**src/rtl/sim_exit_pkg.sv**
```systemverilog
`default_nettype none
// ============================================================================
//  Module   : sim_exit_pkg
//  Purpose  : Shared constants and types for the simulation-exit responder:
//             register-window offsets, the forced-timeout exit code and the
//             packed STATUS register layout.
//  Revision : 1.0  initial release
// ============================================================================
package sim_exit_pkg;

    // Word offsets inside the 16-byte register window.
    localparam logic [3:0] OFF_TOHOST  = 4'h0;
    localparam logic [3:0] OFF_CONSOLE = 4'h4;
    localparam logic [3:0] OFF_STATUS  = 4'h8;

    // Exit code reported when the cycle budget runs out.
    localparam logic [30:0] TIMEOUT_EXIT_CODE = 31'h7FFF_FFFF;

    // STATUS register: {27'b0, timed_out, count[3:0]}.
    typedef struct packed {
        logic [26:0] reserved;
        logic        timed_out;
        logic [3:0]  count;
    } sim_exit_status_t;

    // FIFO occupancy clipped to the 4-bit STATUS field.
    function automatic logic [3:0] sat_count4(input logic [31:0] cnt);
        return (cnt > 32'd15) ? 4'hF : cnt[3:0];
    endfunction

endpackage
`default_nettype wire

```
**src/rtl/sim_exit_fifo.sv**
```systemverilog
`default_nettype none
// ============================================================================
//  Module   : sim_exit_fifo
//  Purpose  : Parameterised synchronous FIFO with occupancy count.
//             Pushes while full and pops while empty are ignored.
//  Ports    : clk, arst (async, active-high)
//             push/push_data  - write side
//             pop/pop_data    - read side; pop_data is the head entry,
//                               0 while empty
//             full, empty, count ($clog2(DEPTH)+1 bits)
//  Revision : 1.0  initial release
// ============================================================================
module sim_exit_fifo #(
    parameter int DEPTH = 16,
    parameter int WIDTH = 8
) (
    input  logic                       clk,
    input  logic                       arst,
    input  logic                       push,
    input  logic [WIDTH-1:0]           push_data,
    input  logic                       pop,
    output logic [WIDTH-1:0]           pop_data,
    output logic                       full,
    output logic                       empty,
    output logic [$clog2(DEPTH):0]     count
);
    import sim_exit_pkg::*;

    localparam int                c_AW   = $clog2(DEPTH);
    localparam int                c_CW   = c_AW + 1;
    localparam logic [c_CW-1:0]   c_FULL = c_CW'(DEPTH);

    logic [WIDTH-1:0] r_mem [DEPTH];
    logic [c_AW-1:0]  r_wr_ptr;
    logic [c_AW-1:0]  r_rd_ptr;
    logic [c_CW-1:0]  r_count;

    logic w_do_push;
    logic w_do_pop;

    assign full  = (r_count == c_FULL);
    assign empty = (r_count == '0);
    assign count = r_count;

    // A push is refused while full even when a pop happens the same cycle.
    assign w_do_push = push & ~full;
    assign w_do_pop  = pop  & ~empty;

    // Gate the head so stale storage is never visible on an empty FIFO.
    assign pop_data = empty ? '0 : r_mem[r_rd_ptr];

    // Pointers wrap naturally because DEPTH is a power of two.
    always_ff @(posedge clk or posedge arst) begin
        if (arst) begin
            r_wr_ptr <= '0;
            r_rd_ptr <= '0;
            r_count  <= '0;
        end else begin
            if (w_do_push) r_wr_ptr <= r_wr_ptr + 1'b1;
            if (w_do_pop)  r_rd_ptr <= r_rd_ptr + 1'b1;
            if (w_do_push && !w_do_pop)      r_count <= r_count + 1'b1;
            else if (!w_do_push && w_do_pop) r_count <= r_count - 1'b1;
        end
    end

    // Storage needs no reset: it is only observed through the gated head.
    always_ff @(posedge clk) begin
        if (w_do_push) r_mem[r_wr_ptr] <= push_data;
    end

endmodule
`default_nettype wire

```
**src/rtl/sim_exit_device.sv**
```systemverilog
`default_nettype none
// ============================================================================
//  Module   : sim_exit_device
//  Purpose  : Memory-mapped simulation-control responder. Decodes a 16-byte
//             register window at BASE_ADDR:
//               0x0 TOHOST  - sticky exit code / done flag
//               0x4 CONSOLE - byte pushed into the console FIFO
//               0x8 STATUS  - {27'b0, timed_out, count[3:0]}
//             and forces done after TIMEOUT_CYCLES cycles (0 disables).
//  Ports    : clk, arst (async, active-high)
//             req_*  - data-bus request (valid/ready)
//             rsp_*  - one-cycle-later response, registered read data
//             tx_*   - console byte stream (valid/ready)
//             done, pass, exit_code, timed_out - end-of-test status
//  Config   : SIM_EXIT_CONSOLE_EN - when defined the console FIFO and tx
//             stream exist; otherwise console stores are dropped, tx is
//             idle and the STATUS count reads 0.
//  Revision : 1.0  initial release
// ============================================================================
module sim_exit_device #(
    parameter logic [31:0] BASE_ADDR      = 32'h8000_0000,
    parameter int          CONSOLE_DEPTH  = 16,
    parameter int          TIMEOUT_CYCLES = 100000
) (
    input  logic        clk,
    input  logic        arst,
    input  logic        req_valid,
    output logic        req_ready,
    input  logic        req_we,
    input  logic [31:0] req_addr,
    input  logic [31:0] req_wdata,
    input  logic [3:0]  req_be,
    output logic        rsp_valid,
    output logic [31:0] rsp_rdata,
    output logic        tx_valid,
    output logic [7:0]  tx_data,
    input  logic        tx_ready,
    output logic        done,
    output logic        pass,
    output logic [30:0] exit_code,
    output logic        timed_out
);
    import sim_exit_pkg::*;

    localparam int          c_CNT_W   = $clog2(CONSOLE_DEPTH) + 1;
    localparam logic [31:0] c_TIMEOUT = 32'(TIMEOUT_CYCLES);

    logic               r_rsp_valid;
    logic [31:0]        r_rsp_rdata;
    logic               r_done;
    logic               r_timed_out;
    logic [30:0]        r_exit_code;
    logic [31:0]        r_cycles;

    logic [3:0]         w_offset;
    logic               w_hit;
    logic               w_console_store;
    logic               w_accept;
    logic               w_push;
    logic               w_tohost_set;
    logic               w_timeout_hit;
    logic               w_fifo_full;
    logic [c_CNT_W-1:0] w_fifo_count;
    sim_exit_status_t   w_status;
    logic [31:0]        w_rdata;

    // Byte-address bits [1:0] are ignored; offsets are word-aligned.
    assign w_offset = {req_addr[3:2], 2'b00};
    assign w_hit    = (req_addr[31:4] == BASE_ADDR[31:4]);

    // Only a console store into a full FIFO is back-pressured.
    assign w_console_store = req_valid & req_we & w_hit & (w_offset == OFF_CONSOLE);
    assign req_ready       = ~(w_console_store & w_fifo_full);
    assign w_accept        = req_valid & req_ready;
    assign w_push          = w_accept & w_console_store & req_be[0];

    // Only the first qualifying TOHOST write counts; done is sticky.
    assign w_tohost_set = w_accept & req_we & w_hit & (w_offset == OFF_TOHOST)
                        & req_be[0] & req_wdata[0] & ~r_done;

    assign w_timeout_hit = (c_TIMEOUT != 32'd0) && ((r_cycles + 32'd1) == c_TIMEOUT);

    always_comb begin
        w_status           = '0;
        w_status.timed_out = r_timed_out;
        w_status.count     = sat_count4(32'(w_fifo_count));
    end

    always_comb begin
        w_rdata = '0;
        if (w_hit) begin
            case (w_offset)
                OFF_TOHOST: w_rdata = {r_exit_code, r_done};
                OFF_STATUS: w_rdata = w_status;
                default:    w_rdata = '0;
            endcase
        end
    end

    always_ff @(posedge clk or posedge arst) begin
        if (arst) begin
            r_rsp_valid <= 1'b0;
            r_rsp_rdata <= '0;
            r_done      <= 1'b0;
            r_timed_out <= 1'b0;
            r_exit_code <= '0;
            r_cycles    <= '0;
        end else begin
            r_rsp_valid <= w_accept;
            r_rsp_rdata <= (w_accept && !req_we) ? w_rdata : 32'd0;
            if (!r_done) begin
                r_cycles <= r_cycles + 32'd1;
                // A program exit in the same cycle as the timeout wins.
                if (w_tohost_set) begin
                    r_done      <= 1'b1;
                    r_exit_code <= req_wdata[31:1];
                    r_timed_out <= 1'b0;
                end else if (w_timeout_hit) begin
                    r_done      <= 1'b1;
                    r_exit_code <= TIMEOUT_EXIT_CODE;
                    r_timed_out <= 1'b1;
                end
            end
        end
    end

    assign rsp_valid = r_rsp_valid;
    assign rsp_rdata = r_rsp_rdata;
    assign done      = r_done;
    assign timed_out = r_timed_out;
    assign exit_code = r_exit_code;
    assign pass      = r_done & ~r_timed_out & (r_exit_code == 31'd0);

`ifdef SIM_EXIT_CONSOLE_EN
    logic       w_fifo_empty;
    logic [7:0] w_fifo_data;

    // The FIFO only pops when non-empty, so tx_ready alone is the pop request.
    sim_exit_fifo #(
        .DEPTH (CONSOLE_DEPTH),
        .WIDTH (8)
    ) u_console_fifo (
        .clk       (clk),
        .arst      (arst),
        .push      (w_push),
        .push_data (req_wdata[7:0]),
        .pop       (tx_ready),
        .pop_data  (w_fifo_data),
        .full      (w_fifo_full),
        .empty     (w_fifo_empty),
        .count     (w_fifo_count)
    );

    assign tx_valid = ~w_fifo_empty;
    assign tx_data  = w_fifo_data;
`else
    logic w_unused_console;

    assign w_fifo_full      = 1'b0;
    assign w_fifo_count     = '0;
    assign tx_valid         = 1'b0;
    assign tx_data          = 8'h00;
    assign w_unused_console = &{1'b0, tx_ready, w_push};
`endif

    logic w_unused_bus;
    assign w_unused_bus = &{1'b0, req_be[3:1], req_addr[1:0]};

endmodule
`default_nettype wire

```
**config.mk**
```make
export PLATFORM = sky130hd
export DESIGN_NAME = sim_exit_device
export DESIGN_NICKNAME = d
export VERILOG_FILES = /design/src/rtl/sim_exit_pkg.sv /design/src/rtl/sim_exit_fifo.sv /design/src/rtl/sim_exit_device.sv
export SDC_FILE = /design/constraint.sdc
export NUM_CORES = 1
export LEC_CHECK = 0
export BUFFER_PORTS_ARGS = -buffer_cell sky130_fd_sc_hd__buf_2
export CAP_MARGIN = 10
export CORE_MARGIN = 1
export CORE_UTILIZATION = 46
export CTS_BUF_LIST = sky130_fd_sc_hd__clkbuf_4 sky130_fd_sc_hd__clkbuf_8 sky130_fd_sc_hd__clkbuf_16
export CTS_CLUSTER_SIZE = 28
export DETAILED_ROUTE_END_ITERATION = 10
export PLACE_DENSITY = 0.77
export REMOVE_ABC_BUFFERS = 1
export SLEW_MARGIN = 20
export SYNTH_ARGS = -nofsm -noshare
export SYNTH_HDL_FRONTEND = slang
export SYNTH_SLANG_ARGS = --single-unit
```
**constraint.sdc**
```tcl
create_clock -name clk -period 3.5 [get_ports clk]
set_input_delay 0.175 -clock clk [delete_from_list [all_inputs] [get_ports clk]]
set_output_delay 0.175 -clock clk [all_outputs]
set_load 0.01 [all_outputs]
```
Word-level counts from Yosys, hierarchy flattened. Cells that the tools add are included. W data, S select, Z words.

$add $sub $neg: 1. Multiply operators: 0. Div/mod/pow operators: 0. Order comparisons: 0. Equality and inequality tests: 3. Shifts and indexed selects: 0. Muxes and demuxes: 10. Bitwise gates (word level): 10. Reduce and logical (&&, ||, !) cells: 6.

Operators with widths (count): $mux W32 (2); $pmux W32 S2 (1); $mux W31 (2); $add A32 B1 Y32 const B (1); $eq A32 B17 Y1 const B (1); $logic_not A31 Y1 (1); $eq A28 B28 Y1 const B (1); $and A1 B1 Y1 (8); $mux W1 (5); $logic_not A4 Y1 (1); $eq A2 B2 Y1 const B (1); $not A1 Y1 (2); $reduce_and A2 Y1 (1); $reduce_bool A2 Y1 (1); $logic_and A1 B1 Y1 (1); $logic_not A1 Y1 (1).

Flip-flop bits (word level): 98. Latch bits: 0. Memory bits (writable): 0. Memory bits (read-only): 0. Logic and storage cells: 36. Memories kept: 0.

Logic depth before layout (Yosys ltp). Gate-level depths: netlist of run 1.

Word-level depth: 8. Gate-level depth with buffers: 10. Mapped depth without buffers: 8.

Worst setup path before layout of run 1. OpenSTA, ideal clock, no wires.

Path kind: reg-to-reg. From: register r_cycles[0]. To: register r_exit_code[10] (netlist: exit_code[10]). Arrival time: 2491 ps. Required time: 3345 ps. Setup slack: 854 ps. Cell stages (with the launch flop): 10. Buffers on the path: 2. Period minus slack after synthesis: 2646 ps. Cells stage by stage: dfrtp_1 -> nand3_1 -> or4_1 -> buf_2 -> or4_4 -> o2111ai_1 -> and4bb_4 -> o21bai_4 -> buf_6 -> a221oi_2.

Longest elaborated chain between the ends: 4.

Ends and longest elaborated chain: start, declared (RTL line sim_exit_device.sv:53) `logic [31:0] r_cycles;`; start signal, assigned (RTL line sim_exit_device.sv:112) `r_cycles <= r_cycles + 32'd1;`; $add A32 B1 Y32 (RTL line sim_exit_device.sv:81) `assign w_timeout_hit = (c_TIMEOUT != 32'd0) && ((r_cycles + 32'd1) == c_TIMEOUT);`; $eq A32 B17 Y1 (RTL line sim_exit_device.sv:81); $reduce_bool A2 Y1 (no line); $reduce_and A2 Y1 (no line); end signal, assigned (RTL line sim_exit_device.sv:116) `r_exit_code <= req_wdata[31:1];`; end, declared (RTL line sim_exit_device.sv:52) `logic [30:0] r_exit_code;`.

No other way between the ends. A chain may end at the register's enable or synchronous reset.

Final worst setup path of run 1.
From: register r_cycles[0]. To: register r_exit_code[30] (netlist: exit_code[30]).

Same word-level chain as after synthesis.

==> results of run 1 <==
-- worst register-to-register path, stage by stage, from the launching register on --
cell and delay [ps]:
dfrtp_1 460, nand3_1 250, or4_1 750, or4_4 560, o2111ai_1 110, and4bb_4 230
o21bai_4 130, buf_12 260, a221oi_1 150
-- cells in the mapped netlist, types with 2 or more instances --
library cell and number:
nor4_1 21, xnor2_1 18, ha_1 2, a21oi_1 5, or3_1 2, clkbuf_1 22, nand2_1 26, dfrtp_1 98
nor3_1 13, nor2b_1 4, nand4_1 20, mux2i_1 4, and2_1 35, a311oi_1 2, inv_1 39, nor3b_1 2
nand2b_1 3, or4_1 3, a221oi_2 29, or2_2 3, o211ai_1 2, nand3b_1 2, buf_4 10, conb_1 2
nor2_1 91, o21ai_0 9, a31oi_1 2, o31ai_1 2, buf_6 3, xor2_1 17, buf_2 7, nand3_1 21
a211oi_2 2, nor4b_1 2, and4_1 2, and3_1 6
-- where the power goes --
part / switching [mW] / internal (mW) / total (mW)
Clock: 0.445 / 0.571 / 1.02
Combinational: 0.0411 / 0.0306 / 0.0717
Sequential: 0.000110 / 1.13 / 1.13
Total: 0.486 / 1.73 / 2.22
-- registers in the layout, summed over array words and instances (netlist names) --
register and count:
rsp_rdata 32, r_cycles 32, rsp_valid 1, done 1
timed_out 1, exit_code 31
-- timing repair --
action / in CTS / in global routing
setup buffers: 0 / 0
hold buffers: 2 / 0
resized for setup: 0 / 0
endpoints found under the hold margin: 47 / 0
-- through the flow --
step / cells / setup WS [ps] / cell area (sq um) / power (mW) / util (%)
4_1_cts: 817 / 483 / 6370 / 2.23 / 57.8
2_1_floorplan: 516 / 190 / 5100 / 1.18 / -
6_report: 817 / 465 / 6370 / 2.22 / 57.8
3_5_place_dp: 799 / 512 / 6040 / 1.23 / 54.8
5_1_grt: 817 / 174 / 6370 / 2.29 / 57.8
3_3_place_gp: 799 / 603 / 6040 / 1.22 / 54.8
-- layer usage --
layer	wire (microns)	up-vias
met1	5690	2218
met4	235	0
met5	0	-
met3	858	29
li1	-	2151
met2	6240	201
-- cell families (layout without fill, tap and decap cells) --
kind of cell,after synthesis,in the layout,share of synthesized area (%)
other cells,2,10,0.142
simple gates,261,261,25.6
mux,5,5,0.968
flops,98,98,46.3
compound gates,66,66,13.6
fa+ha+maj,2,2,0.472
xor+xnor,35,35,5.79
buf+inv,82,200,7.11
-- worst max-delay path by stage --
stage | to | from | slack (ps)
after floorplan | exit_code[30]$_DFFE_PP0P_ | r_cycles[0]$_DFFE_PP0N_ | 190
after global placement | exit_code[30]$_DFFE_PP0P_ | r_cycles[0]$_DFFE_PP0N_ | 600
after detailed placement | exit_code[30]$_DFFE_PP0P_ | r_cycles[0]$_DFFE_PP0N_ | 510
after CTS | exit_code[30]$_DFFE_PP0P_ | r_cycles[0]$_DFFE_PP0N_ | 480
after global routing | exit_code[30]$_DFFE_PP0P_ | r_cycles[0]$_DFFE_PP0N_ | 170
final | exit_code[30]$_DFFE_PP0P_ | r_cycles[0]$_DFFE_PP0N_ | 470
-- placed cells by master, fill, tap and decap left out, types with 4 or more instances in the layout --
master / instances
mux2i_1: 4
dfrtp_1: 98
and2_1: 35
buf_2: 133
a21oi_1: 5
nand4_1: 20
nand3_1: 20
clkbuf_16: 9
and3_1: 6
nor4_1: 21
xnor2_1: 18
inv_1: 38
nor2b_1: 4
buf_4: 8
nand2_1: 26
o21ai_0: 9
a221oi_2: 29
xor2_1: 17
nor2_1: 91
nor3_1: 13
conb_1: 10
-- area by class of cell --
class	instances	area, sq um	area share [%]
Timing Repair Buffer	145	786	12.3
Clock buffer	10	233	3.65
Clock inverter	6	73.8	1.16
Tap cell	140	175	2.75
Sequential cell	98	2450	38.5
Multi-Input combinational cell	379	2500	39.3
Inverter	39	148	2.32
==> impl_metrics.tcl, run 1 <==
set metrics [dict create \
    drtIter0Drc 467 \
    slew_viol_final 0 \
    cp-start-kind "flop" \
    fmax_mhz 330 \
    leakagePower_nw 3.10 \
    path_depth 8 \
    top_usage_layer "met2" \
    grt_overflow 0 \
    slowest_stage "or4_1" \
    cts_htree_levels 3 \
    fin_nets 747 \
    nFillCells 906 \
    grt_pass1_vias 4232 \
    grt_max_degree 49 \
    netlist_top_cells_area "dfrtp_1 46%, a221oi_2 8.2%, nor2_1 6.4%" \
    slew-limit-headroom_pct 40.8 \
    cts-root-buf "clkbuf_16" \
    hold_start "req_we" \
    critPathRequiredTime_ps 3710 \
    cts.sinks 98 \
    netlist.area_leader.share_pct 46.3 \
    cts_tree "built" \
    worstPathCellList "nand3_1 -> or4_1 -> or4_4 -> o2111ai_1 -> and4bb_4 -> o21bai_4 -> buf_12 -> a221oi_1" \
    end_kind "flop" \
    min_path_cells 3 \
    ys_ff_latch 98 \
    synth.avg_cell_area_sq_um 9.61 \
    num_io_pins 150 \
    timing.rr.start "r_cycles[0]$_DFFE_PP0N_" \
    die_h_microns 109 \
    ff2ff_path_depth 8 \
    gp_congestion 0.907 \
    slowest_delay_ps 750 \
    final_hold_viol_count 0 \
    fin_hold_ws_ps 127 \
    ys_seq_area_share_pct 46.3 \
    clk_latency_ps 350 \
    use_met3_pct 5.04 \
    synth_edf_count 0 \
    clock_skew_ps 6.82 \
    yosysWarnings 0 \
    max-cap-violations 0 \
    firstDrtPassIters 5 \
    fin_tns_setup_ps 0 \
    async_flop_share_pct 100 \
    clk_pin_slew_ps 70 \
    reg2reg_slack_ps 470 \
    path_class "reg -> reg" \
    hpwlAfterDp_mm 9.22 \
    grt_pass1_wl_mm 20.7 \
    cp_max_fo 31 \
    start_util_pct 48.0 \
    cp.buffers_inverters 1 \
    synth_area_leader_cell "dfrtp_1" \
    fin_crit_ps 3030 \
    grt_usage_pct 22.3 \
    worstPathArrival_ps 3250 \
    ant_nets 0 \
    setup_viol 0 \
    synth_area_sq_um 5300 \
    die-area_sq_um 11900 \
    drive_gt1_share_pct 30.0 \
    antenna_found_initial 0 \
    synthToLayoutAreaGrowth_pct 20.3 \
    fp.coreArea_sq_um 11000 \
    std_cell_rows 38 \
    io_buffers 133 \
    yosysUniqueCellTypes 56 \
    max-clock-path-buffers 2 \
    drc_errors 0 \
    routed_wl_mm 13.0 \
    min_to "rsp_rdata[4]$_DFF_PP0_" \
    die_w_microns 109 \
    gr-usage-met2_pct 37.2 \
    fin_crit_sh_pct 86.7 \
    status "finished clean" \
    crit_family "simple AND/OR/NAND/NOR gates" \
    r2r_end "exit_code[30]$_DFFE_PP0P_" \
    num_antenna_cells 0 \
    via_per_inst 5.63 \
    cts_made_buffers 9 \
    rsz0062_at_grt "no" \
    synthCells 551 \
    grt_use_met1_pct 28.5 \
    vias 4599 \
    peakVddDrop_v 0.000197 \
    powerDensity_nw_per_um2 348 \
    synth_flop_cell "dfrtp_1" \
    max_slew.worst_pin.slew_ps 885 \
    hold_path.class "in -> reg" \
    routedWlPerCell_microns 15.9 \
]
No activity file was read; power rests on OpenSTA's default activity.
==> inputs of run 2 (changes only) <==
--- a/config.mk
+++ b/config.mk
@@ -7,12 +7,14 @@
 export LEC_CHECK = 0
 export BUFFER_PORTS_ARGS = -buffer_cell sky130_fd_sc_hd__buf_2
 export CAP_MARGIN = 10
+export CELL_PAD_IN_SITES_DETAIL_PLACEMENT = 2
+export CELL_PAD_IN_SITES_GLOBAL_PLACEMENT = 2
 export CORE_MARGIN = 1
-export CORE_UTILIZATION = 46
+export CORE_UTILIZATION = 31
 export CTS_BUF_LIST = sky130_fd_sc_hd__clkbuf_4 sky130_fd_sc_hd__clkbuf_8 sky130_fd_sc_hd__clkbuf_16
 export CTS_CLUSTER_SIZE = 28
 export DETAILED_ROUTE_END_ITERATION = 10
-export PLACE_DENSITY = 0.77
+export PLACE_DENSITY = 0.84
 export REMOVE_ABC_BUFFERS = 1
 export SLEW_MARGIN = 20
 export SYNTH_ARGS = -nofsm -noshare
==> impl_metrics.tcl, run 2 (synthesis results as in run 1) <==
set metrics [dict create \
    status "finished, violations left" \
    violations "negative hold slack" \
    fp.coreArea_sq_um 16600 \
    clk_pin_slew_ps 70 \
    powerDensity_nw_per_um2 345 \
    grt_pass1_vias 5205 \
    cts-root-buf "clkbuf_16" \
    slew-limit-headroom_pct 37.9 \
    synthToLayoutAreaGrowth_pct 21.5 \
    die_h_microns 133 \
    std_cell_rows 47 \
    drive_gt1_share_pct 30.1 \
    drc_errors 0 \
    fin_hold_ws_ps -3.68 \
    num_io_pins 150 \
    die_w_microns 133 \
    max-clock-path-buffers 2 \
    slew_viol_final 0 \
    setup_viol 0 \
    final_hold_viol_count 5 \
    max-cap-violations 0 \
    start_util_pct 31.8 \
    grt_pass1_wl_mm 28.6 \
    clk_latency_ps 360 \
    peakVddDrop_v 0.000226 \
    grt_max_degree 71 \
    top_layer "met4" \
    fmax_mhz 315 \
    antenna_found_initial 0 \
    clock_skew_ps 9.92 \
    rsz0062_at_grt "no" \
    die-area_sq_um 17600 \
    cts_setup_buffers 0 \
    drtIter0Drc 183 \
    wl_met1_mm 7.40 \
    fin_crit_ps 3170 \
    met3WireLength_microns 567 \
    hold_path.class "in -> async" \
    gp_congestion 0.823 \
    p_sw_share_pct 25.0 \
    vias 4640 \
    cts_htree_levels 3 \
    wl_met2_mm 9.20 \
    fin_crit_sh_pct 90.6 \
    layout_common_cells "133 x buf_2, 98 x dfrtp_1, 91 x nor2_1, 38 x inv_1, 35 x and2_1" \
    final_common_cell "buf_2" \
    post-route-util_pct 38.7 \
    grt_overflow 0 \
    critPathRequiredTime_ps 3750 \
    grt_usage_pct 20.8 \
    routedWlPerCell_microns 19.7 \
    dp_slack_ps 228 \
    routed_wl_mm 17.6 \
    p_clk_share_pct 45.8 \
    worst_slack_ps 329 \
    p_sw_mw 0.555 \
    cts_made_buffers 9 \
    power_frac_comb_pct 3.3 \
    cp-start-kind "flop" \
    leakagePower_nw 3.08 \
    fin_nets 744 \
    cp_max_fo 31 \
    num_antenna_cells 0 \
    end_kind "flop" \
    via_per_inst 5.19 \
    nFillCells 1830 \
    path_class "reg -> reg" \
    worstPathArrival_ps 3420 \
    firstDrtPassIters 4 \
    internal_power_mw 1.67 \
    hpwlAfterDp_mm 12.7 \
    max_slew.worst_pin.slew_ps 923 \
    cts_tree "built" \
    ant_nets 0 \
    io_buffers 133 \
    cts.sinks 98 \
    pwr-share-seq_pct 51.0 \
    fin_tns_setup_ps 0 \
]
==> run 2: what timing repair did <==
action	CTS	global route
resized for setup	0	1
hold buffers	1	0
endpoints found under the setup margin	0	29
hold endpoints to repair	1	0
==> run 2: power groups by stage <==
stage                     registers [mW]  logic [mW]  clock network, mW
after floorplan                     1.15      0.0236                  0
after global placement              1.15      0.0712                  0
after detailed placement            1.15      0.0736                  0
after CTS                           1.13      0.0753               1.04
after global routing                1.13      0.0824               1.08
final                               1.13      0.0728               1.02
==> run 2: cell type report <==
cell class	count	area (sq um)	share of cell area, %
clock inverters	7	71.3	1.11
repair buffers	142	748	11.6
clock buffers	9	225	3.50
inverters	39	149	2.31
well taps	220	275	4.28
multi-input cells	379	2520	39.1
flip-flops and latches	98	2450	38.1
==> run 2: final timing paths <==
path / startpoint / to / slack, ps / cells past startpoint
setup / recovery: r_cycles[0]$_DFFE_PP0N_ / exit_code[14]$_DFFE_PP0P_ / 330 / 9
hold / removal: arst / rsp_rdata[5]$_DFF_PP0_ / -4 / 2
setup reg to reg: r_cycles[0]$_DFFE_PP0N_ / exit_code[14]$_DFFE_PP0P_ / 330 / 9
hold reg to reg: r_cycles[31]$_DFFE_PP0N_ / r_cycles[31]$_DFFE_PP0N_ / 530 / 1
max in group asynchronous: arst / rsp_rdata[12]$_DFF_PP0_ / 2530 / 3
min in group clk: req_wdata[25] / exit_code[24]$_DFFE_PP0P_ / 110 / 3
==> run 2: stage by stage <==
step	power [mW]	area, sq um	cells	hold slack [ps]
4_1_cts	2.25	6430	894	48.6
6_report	2.22	6440	894	-3.68
3_3_place_gp	1.23	6120	877	303
3_5_place_dp	1.23	6120	877	302
5_1_grt	2.30	6440	894	77.2
2_1_floorplan	1.18	5100	516	206
==> run 2: worst max-delay path, cell delays in order, from the launching register on <==
cell	delay (ps)
dfrtp_1	490
ha_1	290
nand4_1	300
nor4_2	570
a2bb2oi_1	170
o21ai_0	320
and4bb_4	290
o21bai_4	70
buf_12	200
a221oi_2	340
==> run 2: per-layer routing <==
metal  vias up  global-route usage (%)
met5         -                       0
li1       2126                       -
met4         0                    7.54
met2       105                    37.6
met3        34                    3.95
met1      2375                    24.4
==> inputs of run 3 (changes only) <==
--- a/config.mk
+++ b/config.mk
@@ -14,7 +14,7 @@
 export CTS_BUF_LIST = sky130_fd_sc_hd__clkbuf_4 sky130_fd_sc_hd__clkbuf_8 sky130_fd_sc_hd__clkbuf_16
 export CTS_CLUSTER_SIZE = 28
 export DETAILED_ROUTE_END_ITERATION = 10
-export PLACE_DENSITY = 0.84
+export PLACE_DENSITY = 0.88
 export REMOVE_ABC_BUFFERS = 1
 export SLEW_MARGIN = 20
 export SYNTH_ARGS = -nofsm -noshare
==> impl_metrics.tcl, run 3 (synthesis results as in run 1) <==
set metrics [dict create \
    status "finished clean" \
    gp_congestion 0.845 \
    fin_crit_sh_pct 92.2 \
    min_to "exit_code[30]$_DFFE_PP0P_" \
    synthToLayoutAreaGrowth_pct 21.8 \
    via_per_inst 5.23 \
    layout_common_cells "133 x buf_2, 98 x dfrtp_1, 91 x nor2_1, 38 x inv_1, 35 x and2_1" \
    end_kind "flop" \
    rsz0062_at_grt "no" \
    final_common_cell "buf_2" \
    r2r_end "exit_code[30]$_DFFE_PP0P_" \
    ff2ff_path_depth 9 \
    grt_overflow 0 \
    cts_htree_levels 3 \
    fin_crit_ps 3230 \
    clk_latency_ps 360 \
    hold_start "req_wdata[31]" \
    cts_tree "built" \
    hpwlAfterDp_mm 12.5 \
    slew-limit-headroom_pct 33.4 \
    final_hold_viol_count 0 \
    antenna_found_initial 0 \
    fmax_mhz 310 \
    fp.coreArea_sq_um 16600 \
    routed_wl_mm 17.5 \
    cp_max_fo 30 \
    powerDensity_nw_per_um2 350 \
    critPathRequiredTime_ps 3750 \
    drive_gt1_share_pct 30.1 \
    fin_hold_ws_ps 103 \
    fin_nets 745 \
    path_class "reg -> reg" \
    max-clock-path-buffers 2 \
    clk_pin_slew_ps 80 \
    grt_pass1_wl_mm 28.6 \
    firstDrtPassIters 4 \
    clock_skew_ps 15.0 \
    num_antenna_cells 0 \
    stdcell_area_sq_um 6450 \
    slew_viol_final 0 \
    routedWlPerCell_microns 19.5 \
    worst_slack_ps 273 \
    max-cap-violations 0 \
    grt_pass1_vias 5200 \
    cts.sinks 98 \
    cts-root-buf "clkbuf_16" \
    cts_setup_buffers 0 \
    std_cell_rows 47 \
    worstPathCellList "ha_1 -> nand4_1 -> or2_2 -> o31a_1 -> o21ai_0 -> and2_1 -> nand3_2 -> buf_4 -> a221oi_1" \
    cp-start-kind "flop" \
    drtIter0Drc 224 \
    setup_viol 0 \
    start_util_pct 31.8 \
    ant_nets 0 \
    place_area_sq_um 6120 \
    drc_errors 0 \
    cts_made_buffers 9 \
    worstPathArrival_ps 3480 \
    io_buffers 133 \
    peakVddDrop_v 0.000233 \
    slowest_stage "dfrtp_1" \
    hold_path.class "in -> reg" \
    slowest_delay_ps 480 \
    reg2reg_slack_ps 270 \
    num_io_pins 150 \
    min_path_cells 3 \
    grt_max_degree 40 \
    die_h_microns 133 \
    dp_slack_ps 388 \
    timing.rr.start "r_cycles[0]$_DFFE_PP0N_" \
    leakagePower_nw 3.09 \
    post-route-util_pct 38.8 \
    grt_usage_pct 20.8 \
    fin_tns_setup_ps 0 \
    max_slew.worst_pin.slew_ps 994 \
    vias 4677 \
    die-area_sq_um 17600 \
    die_w_microns 133 \
]
[run 3: through the flow]
step                power [mW]  cells
floorplan                 1.18    516
global route              2.32    895
detailed placement        1.23    877
finish                    2.26    895
CTS                       2.29    895
global placement          1.23    877
[run 3: layout make-up]
class	count	area (sq um)
fill	1850	10200
clock inverter	5	60.1
multi-input combinational	379	2510
inverter	39	148
tap	220	275
sequential	98	2450
timing repair buffer	143	758
clock buffer	11	246
[run 3: worst max-delay path: cells and delay by family (launching register included)]
family / cells / cell delay (ps)
AND/OR/NAND/NOR: 4 / 1070
AO/OA/AOI/OAI: 3 / 940
flip-flops: 1 / 480
adder cells (fa/ha/maj): 1 / 300
buffers and inverters: 1 / 300
[run 3: layer usage]
layer	share of wire, %	vias to the layer above	routed length [microns]	global-route usage [%]
li1	-	2128	-	-
met1	42	2410	7370	24.6
met2	52	113	9090	37.4
met3	3.9	26	678	4.29
met4	1.9	0	330	6.90
met5	0	-	0	0
[run 3: how the worst max path moves through the flow]
stage                             from                   endpoint  cells past startpoint
4_1_cts        r_cycles[0]$_DFFE_PP0N_  exit_code[30]$_DFFE_PP0P_                      9
6_report       r_cycles[0]$_DFFE_PP0N_  exit_code[30]$_DFFE_PP0P_                      9
2_1_floorplan  r_cycles[0]$_DFFE_PP0N_  exit_code[30]$_DFFE_PP0P_                      8
3_5_place_dp   r_cycles[0]$_DFFE_PP0N_  exit_code[30]$_DFFE_PP0P_                      8
5_1_grt        r_cycles[0]$_DFFE_PP0N_  exit_code[30]$_DFFE_PP0P_                      9
3_3_place_gp   r_cycles[0]$_DFFE_PP0N_  exit_code[30]$_DFFE_PP0P_                      8
[run 3: report_power, final]
part | internal, mW | switching, mW
registers | 1.13 | 0.000124
clock network | 0.586 | 0.465
logic | 0.0307 | 0.0455
total | 1.75 | 0.511
[run 3: repair_timing]
| action | in CTS | in global routing |
|---|---|---|
| setup endpoints to repair | 0 | 5 |
| hold buffers | 2 | 0 |
| gates resized for setup | 0 | 1 |
| hold endpoints to repair | 27 | 0 |
